<file path="src/rtl/adder_share_arb_if.sv">
// Bundle of request, adder and response signals for adder_share_arb.
// The slave modport is the arbiter's view; the master modport is the view of
// the surrounding clients, the response consumer and the shared adder.
interface adder_share_arb_if #(
    parameter int NUM_REQ = 4,
    parameter int DATA_W  = 32,
    parameter int ID_W    = 2
);
    logic [NUM_REQ-1:0]        req_valid;
    logic [NUM_REQ-1:0]        req_ready;
    logic [NUM_REQ*DATA_W-1:0] req_a;
    logic [NUM_REQ*DATA_W-1:0] req_b;
    logic [DATA_W-1:0]         add_ina;
    logic [DATA_W-1:0]         add_inb;
    logic [DATA_W-1:0]         add_outx;
    logic                      rsp_valid;
    logic                      rsp_ready;
    logic [ID_W-1:0]           rsp_id;
    logic [DATA_W-1:0]         rsp_data;
    logic                      busy;

    modport slave (
        input  req_valid, req_a, req_b, add_outx, rsp_ready,
        output req_ready, add_ina, add_inb, rsp_valid, rsp_id, rsp_data, busy
    );

    modport master (
        output req_valid, req_a, req_b, add_outx, rsp_ready,
        input  req_ready, add_ina, add_inb, rsp_valid, rsp_id, rsp_data, busy
    );
endinterface

</file>
<file path="src/rtl/adder_share_arb.sv">
// adder_share_arb: round-robin sharing of one external combinational adder
// between NUM_REQ requesters. One operation at a time: IDLE grants and loads
// the adder inputs, EXEC lets the adder settle and captures the sum, RESP
// holds the tagged result until the consumer takes it.
// Optional statistics counters (op_count, wait_cycles) are built when the
// macro ADDER_SHARE_ARB_STATS_EN is defined.
module adder_share_arb #(
    parameter int NUM_REQ = 4,
    parameter int DATA_W  = 32,
    parameter int ID_W    = 2
) (
    input  logic             CLK,
    input  logic             RESET,
    adder_share_arb_if.slave bus
`ifdef ADDER_SHARE_ARB_STATS_EN
    ,
    output logic [31:0]      op_count,
    output logic [31:0]      wait_cycles
`endif
);

    typedef enum logic [1:0] {IDLE, EXEC, RESP} state_t;

    // Pointer starts at the last requester so requester 0 is searched first.
    localparam logic [ID_W-1:0] RR_RESET  = ID_W'(NUM_REQ - 1);
    localparam logic [ID_W:0]   NUM_REQ_W = (ID_W + 1)'(NUM_REQ);

    state_t              r_state;
    logic [ID_W-1:0]     r_rr_ptr;
    logic [DATA_W-1:0]   r_add_ina;
    logic [DATA_W-1:0]   r_add_inb;
    logic                r_rsp_valid;
    logic [ID_W-1:0]     r_rsp_id;
    logic [DATA_W-1:0]   r_rsp_data;
    logic                r_busy;

    logic [2*NUM_REQ-1:0] w_rot;
    logic [ID_W:0]        w_cand;
    logic [ID_W-1:0]      w_grant;
    logic                 w_any;
    logic [NUM_REQ-1:0]   w_ready;
    logic [DATA_W-1:0]    w_sel_a;
    logic [DATA_W-1:0]    w_sel_b;

    // Round-robin search: rotate valids so bit 0 is requester rr_ptr+1, take the first set bit.
    // NOTE: every always_comb output gets a default first, so no path can leave it unassigned and infer a latch.
    always_comb begin
        w_any   = 1'b0;
        w_grant = '0;
        w_cand  = '0;
        w_rot   = {bus.req_valid, bus.req_valid} >> ({1'b0, r_rr_ptr} + 1'b1);
        for (int k = 0; k < NUM_REQ; k++) begin
            if (!w_any && w_rot[0]) begin
                w_any  = 1'b1;
                w_cand = {1'b0, r_rr_ptr} + (ID_W + 1)'(k + 1);
                if (w_cand >= NUM_REQ_W) begin
                    w_cand = w_cand - NUM_REQ_W;
                end
                w_grant = w_cand[ID_W-1:0];
            end
            w_rot = w_rot >> 1;
        end
    end

    // Accept strobe and operand mux for the granted requester; only offered in IDLE out of reset.
    always_comb begin
        w_ready = '0;
        if (!RESET && r_state == IDLE && w_any) begin
            w_ready = NUM_REQ'(1) << w_grant;
        end
        w_sel_a = DATA_W'(bus.req_a >> (int'(w_grant) * DATA_W));
        w_sel_b = DATA_W'(bus.req_b >> (int'(w_grant) * DATA_W));
    end

    // Control FSM with registered adder inputs and response channel.
    // NOTE: sequential state uses non-blocking assignments so every register samples pre-edge values.
    always_ff @(posedge CLK) begin
        if (RESET) begin
            r_state     <= IDLE;
            r_rr_ptr    <= RR_RESET;
            r_add_ina   <= '0;
            r_add_inb   <= '0;
            r_rsp_valid <= 1'b0;
            r_rsp_id    <= '0;
            r_rsp_data  <= '0;
            r_busy      <= 1'b0;
        end else begin
            unique case (r_state)
                IDLE: begin
                    if (w_any) begin
                        r_add_ina <= w_sel_a;
                        r_add_inb <= w_sel_b;
                        r_rsp_id  <= w_grant;
                        r_rr_ptr  <= w_grant;
                        r_busy    <= 1'b1;
                        r_state   <= EXEC;
                    end
                end
                EXEC: begin
                    r_rsp_data  <= bus.add_outx;
                    r_rsp_valid <= 1'b1;
                    r_state     <= RESP;
                end
                RESP: begin
                    if (bus.rsp_ready) begin
                        r_rsp_valid <= 1'b0;
                        r_busy      <= 1'b0;
                        r_state     <= IDLE;
                    end
                end
                default: begin
                    r_busy  <= 1'b0;
                    r_state <= IDLE;
                end
            endcase
        end
    end

    assign bus.req_ready = w_ready;
    assign bus.add_ina   = r_add_ina;
    assign bus.add_inb   = r_add_inb;
    assign bus.rsp_valid = r_rsp_valid;
    assign bus.rsp_id    = r_rsp_id;
    assign bus.rsp_data  = r_rsp_data;
    assign bus.busy      = r_busy;

`ifdef ADDER_SHARE_ARB_STATS_EN
    logic [31:0] r_op_count;
    logic [31:0] r_wait_cycles;

    // Saturating counters of completed responses and of cycles where a request waits unserved.
    always_ff @(posedge CLK) begin
        if (RESET) begin
            r_op_count    <= '0;
            r_wait_cycles <= '0;
        end else begin
            if (r_rsp_valid && bus.rsp_ready && r_op_count != '1) begin
                r_op_count <= r_op_count + 1'b1;
            end
            if ((|bus.req_valid) && !(|w_ready) && r_wait_cycles != '1) begin
                r_wait_cycles <= r_wait_cycles + 1'b1;
            end
        end
    end

    assign op_count    = r_op_count;
    assign wait_cycles = r_wait_cycles;
`endif

endmodule
</file>
<file path="src/flat_wrapper.sv">
// flat-port wrapper written by rule: the top's interface ports become plain ports
module adder_share_arb_flat 
#(
    parameter int NUM_REQ = 4,
    parameter int DATA_W  = 32,
    parameter int ID_W    = 2
)
  (CLK, RESET, bus_req_valid, bus_req_a, bus_req_b, bus_add_outx, bus_rsp_ready, bus_req_ready, bus_add_ina, bus_add_inb, bus_rsp_valid, bus_rsp_id, bus_rsp_data, bus_busy);
  adder_share_arb_if #(.NUM_REQ(NUM_REQ), .DATA_W(DATA_W), .ID_W(ID_W)) bus_i ();
  input  logic CLK;
  input  logic RESET;
  input wire logic [$bits(bus_i.req_valid)-1:0] bus_req_valid;
  input wire logic [$bits(bus_i.req_a)-1:0] bus_req_a;
  input wire logic [$bits(bus_i.req_b)-1:0] bus_req_b;
  input wire logic [$bits(bus_i.add_outx)-1:0] bus_add_outx;
  input wire logic [$bits(bus_i.rsp_ready)-1:0] bus_rsp_ready;
  output wire logic [$bits(bus_i.req_ready)-1:0] bus_req_ready;
  output wire logic [$bits(bus_i.add_ina)-1:0] bus_add_ina;
  output wire logic [$bits(bus_i.add_inb)-1:0] bus_add_inb;
  output wire logic [$bits(bus_i.rsp_valid)-1:0] bus_rsp_valid;
  output wire logic [$bits(bus_i.rsp_id)-1:0] bus_rsp_id;
  output wire logic [$bits(bus_i.rsp_data)-1:0] bus_rsp_data;
  output wire logic [$bits(bus_i.busy)-1:0] bus_busy;
  assign bus_i.req_valid = bus_req_valid;
  assign bus_i.req_a = bus_req_a;
  assign bus_i.req_b = bus_req_b;
  assign bus_i.add_outx = bus_add_outx;
  assign bus_i.rsp_ready = bus_rsp_ready;
  assign bus_req_ready = bus_i.req_ready;
  assign bus_add_ina = bus_i.add_ina;
  assign bus_add_inb = bus_i.add_inb;
  assign bus_rsp_valid = bus_i.rsp_valid;
  assign bus_rsp_id = bus_i.rsp_id;
  assign bus_rsp_data = bus_i.rsp_data;
  assign bus_busy = bus_i.busy;
  adder_share_arb #(.NUM_REQ(NUM_REQ), .DATA_W(DATA_W), .ID_W(ID_W)) u_core (.CLK(CLK), .RESET(RESET), .bus(bus_i));
endmodule
</file>
<file path="config.mk">
export PLATFORM = sky130hd
export DESIGN_NAME = adder_share_arb_flat
export DESIGN_NICKNAME = d
export VERILOG_FILES = /design/src/rtl/adder_share_arb_if.sv /design/src/rtl/adder_share_arb.sv /design/src/flat_wrapper.sv
export SDC_FILE = /design/constraint.sdc
export NUM_CORES = 1
export LEC_CHECK = 0
export ABC_AREA = 1
export CAP_MARGIN = 30
export CORE_AREA = 2 2 153 155
export CTS_CLUSTER_SIZE = 30
export DETAILED_ROUTE_END_ITERATION = 7
export DIE_AREA = 0 0 155 157
export PLACE_DENSITY = 0.65
export RECOVER_POWER = 25
export SLEW_MARGIN = 20
export SYNTH_ARGS = -nofsm -noshare
export SYNTH_HDL_FRONTEND = slang
export SYNTH_SLANG_ARGS = --single-unit
export TNS_END_PERCENT = 50
</file>
<file path="constraint.sdc">
create_clock -name CLK -period 2.1 [get_ports CLK]
set_input_delay 0.21 -clock CLK [delete_from_list [all_inputs] [get_ports CLK]]
set_output_delay 0.21 -clock CLK [all_outputs]
set_load 0.05 [all_outputs]
</file>
==> key figures <==
Outcome
  • Status: finished with violations
  • Failing checks: negative setup slack

Placed design
  • HPWL Detailed: approximately 21 mm
  • Placed insts: roughly 1700
  • Routability congestion estimate: 0.833
  • PortBufs: roughly 400

Routing
  • Via density per instance: around 4.8
  • DR WL/cell: ~17 um
  • DRC: 0
  • Routed Wire Length: 30.5 mm
  • TritonRoute pass-1 iters: 5
  • First DRT Iteration DRCs: ~390
  • Via Count: approximately 8600
  • DRT antenna net count: 0

STA
  • Peak Freq: between 400 and 500 MHz
  • Setup ws final: -0.244 ns
  • Clock Skew: about 0.015 ns
  • Hold Vio Cnt, Final: 0
  • Least-Margin Pin Slew: ~0.83 ns
  • Unrepaired setup endpoints after global routing: yes
  • Fin. max-slew vios: 0
  • Final setup viols: 7
  • Slew headroom: 44.7%
  • Fin crit share: 112%
  • Fin crit period: ~2.3 ns

Setup path
  • Cell family with most CP delay: simple AND/OR/NAND/NOR gates
  • Critical path startpoint category: flip-flop
  • Worst stage delay on the critical path: between 0.4 and 0.5 ns
  • WP data arrival: 2.13 ns
  • Crit path kind: flip-flop to output pin
  • Critical path's most frequent cell: nand2_4
  • Critical Path RT: ~1.9 ns
  • Cell chain of the critical path: inv_8 > nand2_4 > nand3_2 > nand2_4 > nand4_1 > nand2_2 > nand2_4 > buf_16 > nor3_4 > buf_12
  • Max FO, Critical Path: 10
  • Slowest-stage cell, CP: dfxtp_4
  • Buffer and inverter count on the worst path: 3
  • Endpoint class of the critical path: output pin

Yosys
  • Synthesized area: ~6400 um2
  • Post-Synth XOR/XNOR Area: less than 1%
  • Leading post-synthesis cells by cell area: dfxtp_1, nand2_1, nand3_1, nor2_1, o21ai_0
  • Synth Area in Simple Gates: 51.8%
  • Adder-Cell Fraction of Synth Area: 0%
  • Mux share of post-synthesis cell area: 0%
  • Seq/Total Area, Yosys: roughly a third
  • Cells after Synth: roughly 1100
  • Largest family of logic cells by synthesized area: simple AND/OR/NAND/NOR gates
  • Flops & latches, synth: 104
  • Compound-Gate Fraction of Synth Area: between 5 and 6%
  • Syn_nets: roughly 1400
  • Mapped Avg Cell Area: slightly below 6 um2
  • Synth warn: 0
  • Post-synth EDFFs: 0
  • FFs w/ async S/R, synth: 0%
  • Synth top area share: between 30% and 40%
  • Top FF cell, synth: dfxtp_1
  • Yosys top cell by area: dfxtp_1
  • Synth cell types: 24

Job
  • Number of max-cap violations: 0

Clock tree
  • CTS tree: yes
  • Clk sinks: roughly 100
  • Clock Latency Late Sink: about 0.36 ns
  • CTS Buf Count: 9
  • H-Tree Depth: 3
  • Post-cts hold buffer count: 0
  • Worst-path clk slew: ~0.090 ns
  • Longest Clk Path Bufs: 2
  • Root buffer cell: clkbuf_16

Die
  • Full die area: roughly 24000 um2
  • Rows: 55
  • I/O pin count: ~400
  • Starting Density: 28.2%
  • Die height: around 160 um
  • Die width: approximately 160 um
  • Core Area: around 23000 um2

Layout
  • Post-layout util: between 50 and 60%
  • Share of layout cells above drive strength 1: approximately 10%
  • Finished Layout Cells: about 1800
  • # nets final: about 1800
  • Area Overhead vs Synth: 88.3%

Global routing
  • Vias in the first global route: between 7000 and 8000
  • GRT overflow: 0
  • First-pass GRT wire length: 43.2 mm
  • Largest net degree at the start of global routing: 44
  • GRT Total Usage: approximately 23%
  • Initial antenna violation count: 3

Power
  • IR drop worst, VDD: about 0.98 mV
  • PwrDens: between 1500 and 2000 nW/um2
  • Pleak: between 5 and 6 nW

Min path
  • Hold Crit Class: input pin to flip-flop
-- through the flow --
stage | setup slack, ns | total power [mW] | hold slack (ns) | setup TNS (ns) | cell area [um2]
after floorplan | 0.0268 | 13.5 | 0.305 | 0 | 6410
after global placement | -0.211 | 18.8 | 0.452 | -9.55 | 11000
after detailed placement | -0.301 | 19.0 | 0.458 | -15.50 | 11000
after CTS | -0.246 | 22.0 | 0.349 | -0.914 | 11600
after global routing | -0.357 | 24.8 | 0.390 | -5.66 | 12000
final | -0.244 | 23.1 | 0.357 | -0.940 | 12000
-- cells in the final DEF, fill, tap and decap left out, drive strengths merged --
cell type,count
o21ai,61
a21oi,5
inv,54
clkinv,2
nand3,229
clkdlybuf4s50,392
nand2,350
clkbuf,18
dfxtp,104
diode,1
xnor2,1
nand4,4
a211oi,1
bufbuf,1
nor2,199
o211ai,2
buf,76
nor3,4
-- worst paths after layout --
path / start / end / slack [ns] / cells after the start
min: RESET / u_core.r_rr_ptr[0] / 0.36 / 3
max reg2reg: u_core.r_rr_ptr[0] / u_core.bus.add_ina[19] / -0.01 / 14
min reg2reg: u_core.bus.rsp_id[0] / u_core.bus.rsp_id[0] / 0.48 / 2
max: u_core.r_rr_ptr[0] / bus_req_ready[3] / -0.24 / 10
-- what timing repair did --
action                     in CTS  in global routing
gates cloned                    4                  7
setup buffers                  11                  4
setup endpoints to repair      39                 68
pin swaps                      14                  6
resized for setup              33                 40
-- cell usage after synthesis, types with 5 or more instances --
cell type	instances
buf_2	43
a21oi_1	5
clkbuf_1	20
inv_1	46
nand2_1	345
o21ai_0	59
nor2_1	196
buf_4	15
dfxtp_1	104
nand3_1	227
-- final cells by class --
cell class,count,area (um2)
fillers,2285,10500
repair buffers,478,5070
multi-input cells,856,3930
flip-flops and latches,104,2090
well taps,285,357
clock buffers,9,225
inverters,49,196
clock inverters,7,96.3
diodes,1,2.50
-- cells by family (layout without fill, tap and decap cells) --
| logic type | Yosys count | count (layout) |
|---|---|---|
| AND/OR/NAND/NOR | 785 | 786 |
| AO/OA/AOI/OAI | 69 | 69 |
| XOR/XNOR | 1 | 1 |
| flip-flops | 104 | 104 |
| buffers and inverters | 133 | 543 |
| other | 0 | 1 |
-- power breakdown --
| part | switching [mW] | internal (mW) | total [mW] |
|---|---|---|---|
| Clock | 0.965 | 0.882 | 1.85 |
| Combinational | 10.9 | 7.19 | 18.1 |
| Sequential | 0.419 | 2.76 | 3.18 |
| Total | 12.3 | 10.8 | 23.1 |
-- layer usage --
| metal | track usage (%) | routed length (um) |
|---|---|---|
| met1 | 24.6 | 11500 |
| met2 | 41.8 | 15300 |
| met3 | 7.41 | 2650 |
| met4 | 7.94 | 995 |
| met5 | 0 | 22 |
-- worst register-to-register path, cell delays in order, from the launching register on --
cell and delay [ns]:
dfxtp_4 0.46, inv_8 0.07, nand2_4 0.08, nand3_2 0.10, nand2_4 0.13, nand4_1 0.12, nand2_2 0.12, nand2_4 0.09
buf_4 0.18, buf_6 0.15, buf_4 0.16, nand3_1 0.10, nand3_1 0.11, nor2_1 0.10, nor2_1 0.05
-- sequential cells by signal, indices dropped and copies added, names as in the netlist --
| signal | count |
|---|---|
| u_core.bus.add_inb | 32 |
| u_core.r_state | 2 |
| u_core.bus.busy | 1 |
| u_core.r_rr_ptr | 2 |
| u_core.bus.rsp_data | 32 |
| u_core.bus.rsp_valid | 1 |
| u_core.bus.rsp_id | 2 |
| u_core.bus.add_ina | 32 |
No activity file was read; power rests on OpenSTA's default activity.
